$ cat src/rtl/game_pkg.sv
// Shared definitions for the tic-tac-toe move controller: FSM states,
// checker result codes, ASCII status letters and a one-hot helper.
package game_pkg;

    typedef enum logic [2:0] {
        S_TURN_X = 3'd0,
        S_TURN_O = 3'd1,
        S_COMMIT = 3'd2,
        S_CHECK  = 3'd3,
        S_DONE   = 3'd4,
        S_ERR    = 3'd5
    } state_t;

    typedef enum logic [1:0] {
        RES_NONE  = 2'd0,
        RES_CATS  = 2'd1,
        RES_WIN_O = 2'd2,
        RES_WIN_X = 2'd3
    } result_t;

    localparam logic [7:0] GS_RUN  = 8'h00;
    localparam logic [7:0] GS_X    = 8'h58;
    localparam logic [7:0] GS_O    = 8'h4F;
    localparam logic [7:0] GS_CATS = 8'h43;
    localparam logic [7:0] GS_ERR  = 8'h45;

    function automatic logic is_one_hot(input logic [8:0] v);
        return (v != 9'd0) && ((v & (v - 9'd1)) == 9'd0);
    endfunction

endpackage

$ cat src/rtl/move_check.sv
// Combinational move validator: classifies a button event in a turn state
// as a legal move or an error; with no event neither output is set.
import game_pkg::*;

module move_check (
    input  logic [8:0] sel_pos,
    input  logic [8:0] occ_square,
    input  logic       evX,
    input  logic       evO,
    input  logic       turn_x,
    output logic       legal,
    output logic       error
);

    logic own_ev;
    logic other_ev;
    logic square_ok;

    assign own_ev    = turn_x ? evX : evO;
    assign other_ev  = turn_x ? evO : evX;
    assign square_ok = is_one_hot(sel_pos) && ((sel_pos & occ_square) == 9'd0);

    assign legal = own_ev && !other_ev && square_ok;
    assign error = (own_ev || other_ev) && !legal;

endmodule

$ cat src/rtl/turn_arbiter.sv
// Tic-tac-toe move controller: button edge detect, move arbitration, board write
// strobe and win-checker handshake. Define TURN_TIMEOUT_EN for per-turn forfeit.
import game_pkg::*;

module turn_arbiter #(
    parameter int TIMEOUT_CYCLES = 1000
) (
    input  logic       clk,
    input  logic       reset,
    input  logic       buttonX,
    input  logic       buttonO,
    input  logic [8:0] sel_pos,
    input  logic [8:0] occ_square,
    input  logic       chk_valid,
    input  logic [1:0] chk_result,
    output logic       turnX,
    output logic       turnO,
    output logic       wr_en,
    output logic [8:0] wr_pos,
    output logic       wr_player,
    output logic       chk_req,
    output logic [7:0] game_st
);

    state_t     state;
    state_t     next_state;
    logic [7:0] next_game_st;
    logic       buttonX_q;
    logic       buttonO_q;
    logic       armed;
    logic       ev_x;
    logic       ev_o;
    logic       in_turn;
    logic       legal;
    logic       error;
    logic       legal_move;
    logic       error_move;
    logic       expired;

    logic       turnX_d;
    logic       turnO_d;
    logic       wr_en_d;
    logic [8:0] wr_pos_d;
    logic       wr_player_d;
    logic       chk_req_d;

    // armed stays low for the first cycle after reset so a button held
    // through reset release is absorbed into the history register, not seen as an edge
    assign ev_x    = armed && buttonX && !buttonX_q;
    assign ev_o    = armed && buttonO && !buttonO_q;
    assign in_turn = (state == S_TURN_X) || (state == S_TURN_O);

    move_check u_move_check (
        .sel_pos    (sel_pos),
        .occ_square (occ_square),
        .evX        (ev_x),
        .evO        (ev_o),
        .turn_x     (state == S_TURN_X),
        .legal      (legal),
        .error      (error)
    );

    assign legal_move = in_turn && legal;
    assign error_move = in_turn && error;

`ifdef TURN_TIMEOUT_EN
    localparam int CNT_W = $clog2(TIMEOUT_CYCLES);
    logic [CNT_W-1:0] turn_cnt;

    assign expired = (turn_cnt == CNT_W'(TIMEOUT_CYCLES - 1));

    always_ff @(posedge clk or posedge reset) begin
        if (reset) begin
            turn_cnt <= '0;
        end else if ((next_state != state) &&
                     ((next_state == S_TURN_X) || (next_state == S_TURN_O))) begin
            turn_cnt <= '0;
        end else if (in_turn) begin
            turn_cnt <= turn_cnt + 1'b1;
        end
    end
`else
    assign expired = 1'b0;
`endif

    always_ff @(posedge clk or posedge reset) begin
        if (reset) begin
            state     <= S_TURN_X;
            buttonX_q <= 1'b0;
            buttonO_q <= 1'b0;
            armed     <= 1'b0;
        end else begin
            state     <= next_state;
            buttonX_q <= buttonX;
            buttonO_q <= buttonO;
            armed     <= 1'b1;
        end
    end

    // game_st already holds 8'h00 outside DONE/ERR, so holding it by default is enough
    always_comb begin
        next_state   = state;
        next_game_st = game_st;
        case (state)
            S_TURN_X, S_TURN_O: begin
                if (legal_move) begin
                    next_state = S_COMMIT;
                end else if (error_move) begin
                    next_state   = S_ERR;
                    next_game_st = GS_ERR;
                end else if (expired) begin
                    next_state   = S_DONE;
                    next_game_st = (state == S_TURN_X) ? GS_O : GS_X;
                end
            end
            S_COMMIT: next_state = S_CHECK;
            S_CHECK: begin
                if (chk_valid) begin
                    case (chk_result)
                        RES_WIN_X: begin
                            next_state   = S_DONE;
                            next_game_st = GS_X;
                        end
                        RES_WIN_O: begin
                            next_state   = S_DONE;
                            next_game_st = GS_O;
                        end
                        RES_CATS: begin
                            next_state   = S_DONE;
                            next_game_st = GS_CATS;
                        end
                        default: next_state = wr_player ? S_TURN_O : S_TURN_X;
                    endcase
                end
            end
            default: next_state = state;
        endcase
    end

    always_comb begin
        turnX_d     = (next_state == S_TURN_X);
        turnO_d     = (next_state == S_TURN_O);
        wr_en_d     = (next_state == S_COMMIT);
        chk_req_d   = (next_state == S_CHECK);
        wr_pos_d    = wr_pos;
        wr_player_d = wr_player;
        if (legal_move) begin
            wr_pos_d    = sel_pos;
            wr_player_d = (state == S_TURN_X);
        end
    end

    always_ff @(posedge clk or posedge reset) begin
        if (reset) begin
            turnX     <= 1'b1;
            turnO     <= 1'b0;
            wr_en     <= 1'b0;
            wr_pos    <= 9'd0;
            wr_player <= 1'b0;
            chk_req   <= 1'b0;
            game_st   <= GS_RUN;
        end else begin
            turnX     <= turnX_d;
            turnO     <= turnO_d;
            wr_en     <= wr_en_d;
            wr_pos    <= wr_pos_d;
            wr_player <= wr_player_d;
            chk_req   <= chk_req_d;
            game_st   <= next_game_st;
        end
    end

endmodule

$ cat config.mk
export PLATFORM = sky130hd
export DESIGN_NAME = turn_arbiter
export DESIGN_NICKNAME = d
export VERILOG_FILES = /design/src/rtl/game_pkg.sv /design/src/rtl/move_check.sv /design/src/rtl/turn_arbiter.sv
export SDC_FILE = /design/constraint.sdc
export NUM_CORES = 1
export LEC_CHECK = 0
export CAP_MARGIN = 20
export CELL_PAD_IN_SITES_DETAIL_PLACEMENT = 0
export CELL_PAD_IN_SITES_GLOBAL_PLACEMENT = 1
export CORE_ASPECT_RATIO = 1.5
export CORE_MARGIN = 2
export CORE_UTILIZATION = 32
export CTS_BUF_LIST = sky130_fd_sc_hd__clkbuf_4
export CTS_CLUSTER_SIZE = 28
export DETAILED_ROUTE_END_ITERATION = 10
export HOLD_SLACK_MARGIN = 0.08
export PLACE_DENSITY_LB_ADDON = 0.1
export SLEW_MARGIN = 40
export SYNTH_ARGS = -nofsm -noshare
export SYNTH_HDL_FRONTEND = slang
export SYNTH_SLANG_ARGS = --single-unit
export TNS_END_PERCENT = 1
$ cat constraint.sdc
create_clock -name clk -period 2.1 [get_ports clk]
set_clock_uncertainty 0.15 [all_clocks]
set_input_delay 0.21 -clock clk [delete_from_list [all_inputs] [get_ports clk]]
set_output_delay 0.21 -clock clk [all_outputs]
set_load 0.01 [all_outputs]
==> qor.csv <==
metric,value,unit
Area after DPL,2001,µm²
CP Capture Type,register,
most common flop cell mapped by yosys,dfrtp_1,
post-route cell area,2087,µm²
YS warnings,0,
CP Class,in -> reg,
clk_lat worst skew,0.33,ns
H-Tree Depth,1,
TritonCTS Buffers,3,
min-delay worst type,in -> reg,
die area,4811,µm²
fmax,483.9,MHz
Via density,5.124,
# Max-Cap Violations,0,
global-route wire length before repair,6058,µm
TritonCTS clock tree,built,
Post-Route WL,3598,µm
status,"complete, no violations",
diode count,0,
gpl congestion,0.7833,
CP Cell Sequence,clkdlybuf4s50_1 > nor3_2 > buf_4 > a31o_2 > a221oi_4 > and3_4 > mux2_4,
"CTS clk-pin slew, worst paths",0.12,ns
detailed-route via count,1235,
CTS sink count,26,
Max IR drop VDD,0.4680,mV
"Setup violations, final",0,
core box area,4173,µm²
DRT antenna net count,0,
Place WS,-0.4039,ns
Synth Area per Inst,10.65,µm²
Worst path max stage delay,0.59,ns
asr flop ratio synth,100.0,%
Hold Fails Final Rpt,0,
Crit Path Max Fanout,5,
root buffer cell,clkbuf_4,
Setup WS post-layout,0.03325,ns
Crit-path slowest cell,clkdlybuf4s50_1,
Mapped Cells,128,
dpl hpwl,2885,µm
Top Ports,47,
CP Data Required Time,2.16,ns
drt wl/cell,14.93,µm
worst path bufs/invs,2,
number of synthesized flops with an enable pin,0,
Arrival @ worst endpoint,2.13,ns
number of global-route vias before repair,1316,
GR Overflow Total,0,
most frequent cells in the layout,"42 x clkdlybuf4s50_1, 25 x dfrtp_1, 23 x buf_4",
unrepaired setup endpoints after global routing,true,
pwr/cell area,549.8,nW/µm²
post-layout min period,2.067,ns
post-synthesis register bit count,26,
detailed router's first-iteration violation count,24,
Rows,29,
Crit path max-delay family,buffers and inverters,
largest net degree at the start of global routing,27,
# port buffers,44,
Layout area overhead,53.03,%
layout net count,225,
fin crit share,98.42,%
register area share after synthesis,47.80,%
Starting Density,32.68,%
GRT Util Overall,16.02,%
max-slew violation count,0,
leakage,0.9240,nW
clk buf depth,2,
Critical Path Start Type,primary input,
Die Y,83.96,µm
Mapped Area,1364,µm²
Cell variety after synth,41,
router iterations before antenna repair,4,
drc violations,0,
width of the die,57.31,µm
fraction of layout cells with a size suffix above 1,26.15,%
"commonest non-fill, non-tap cell in the layout",clkdlybuf4s50_1,
antenna violations before repair,0,
==> metrics by stage <==
stage	instances	TNS (ns)	power, mW	utilization, %	hold WS [ns]
4_1_cts	241	0	1.162	49.27	0.1936
2_1_floorplan	129	0	0.7159	-	0.09143
5_1_grt	241	-0.05110	1.217	50.02	0.1779
3_3_place_gp	236	-6.128	0.9146	47.95	0.3386
3_5_place_dp	236	-6.659	0.9213	47.95	0.3508
6_report	241	0	1.147	50.02	0.1868
==> report_power, final <==
part           internal [mW]  leakage (nW)  switching (mW)  total [mW]
combinational          0.191         0.585           0.131       0.322
clock                 0.0874        0.0184           0.143       0.231
sequential             0.553         0.320          0.0426       0.595
total                  0.831         0.924           0.317        1.15
==> timing repair <==
item	4_1_cts	5_1_grt
pin swaps	4	2
endpoints found under the setup margin	6	13
endpoints found under the hold margin	13	0
hold buffers	1	0
resized for setup	4	6
buffers inserted	0	0
==> worst register-to-register path: cells and delay by family, from the launching register on <==
kind / cells / cell delay [ns]
and+or+nand+nor: 1 / 0.23
muxes: 1 / 0.33
DFF: 1 / 0.44
buffers and inverters: 1 / 0.16
AOI/OAI and AO/OA: 3 / 0.49
==> layout make-up <==
type	count	area, µm²
clock buffer	4	30.03
multi-input combinational	91	700.7
fill	402	2086
tap	46	57.56
timing repair buffer	68	624.3
sequential	26	651.9
inverter	6	22.52
==> sequential cells by signal, summed over array words and instances, names as in the netlist <==
signal     flops
turnX          1
wr_pos         9
armed          1
wr_player      1
game_st        6
turnO          1
chk_req        1
wr_en          1
state          3
buttonX_q      1
buttonO_q      1
==> cells in the mapped netlist, types with 3 or more instances <==
| library cell | count | share of area [%] |
|---|---|---|
| nand2_1 | 8 | 2.2 |
| ha_1 | 4 | 3.7 |
| mux2_2 | 7 | 5.8 |
| a21oi_1 | 10 | 3.7 |
| dfrtp_1 | 25 | 46 |
| nor2_1 | 8 | 2.2 |
| nor3_1 | 5 | 1.8 |
| o21ai_0 | 7 | 2.6 |
| inv_1 | 6 | 1.7 |
| clkbuf_1 | 3 | 0.83 |
| nor2b_1 | 3 | 1.4 |
==> cells by family after synthesis <==
logic type                 synth area share [%]
and+or+nand+nor                           15.14
DFF                                       47.80
AOI/OAI and AO/OA                         18.99
other                                    0.5507
adders and majority gates                 3.670
buffers and inverters                     4.403
muxes                                     9.450
==> worst paths after layout <==
path / end / slack [ns] / from / depth (start not counted)
max in group asynchronous: turnX / 0.86 / reset / 4
min in group asynchronous: wr_en / 0.62 / reset / 4
worst min register to register: wr_pos[1] / 0.37 / wr_pos[1] / 1
worst max register to register: game_st[3] / 0.21 / state[0] / 6
worst min-delay path: wr_pos[1] / 0.19 / sel_pos[1] / 3
worst max-delay path: wr_pos[8] / 0.03 / sel_pos[4] / 7
==> per-layer routing <==
metal	global-route usage, %	part of all wire, %	vias to the layer above
met4	6.342	1.9	0
met3	2.016	3.8	7
met2	30.83	57	36
met5	0	0	-
li1	-	-	596
met1	16.80	37	596
(Power assumes the default switching activity.)
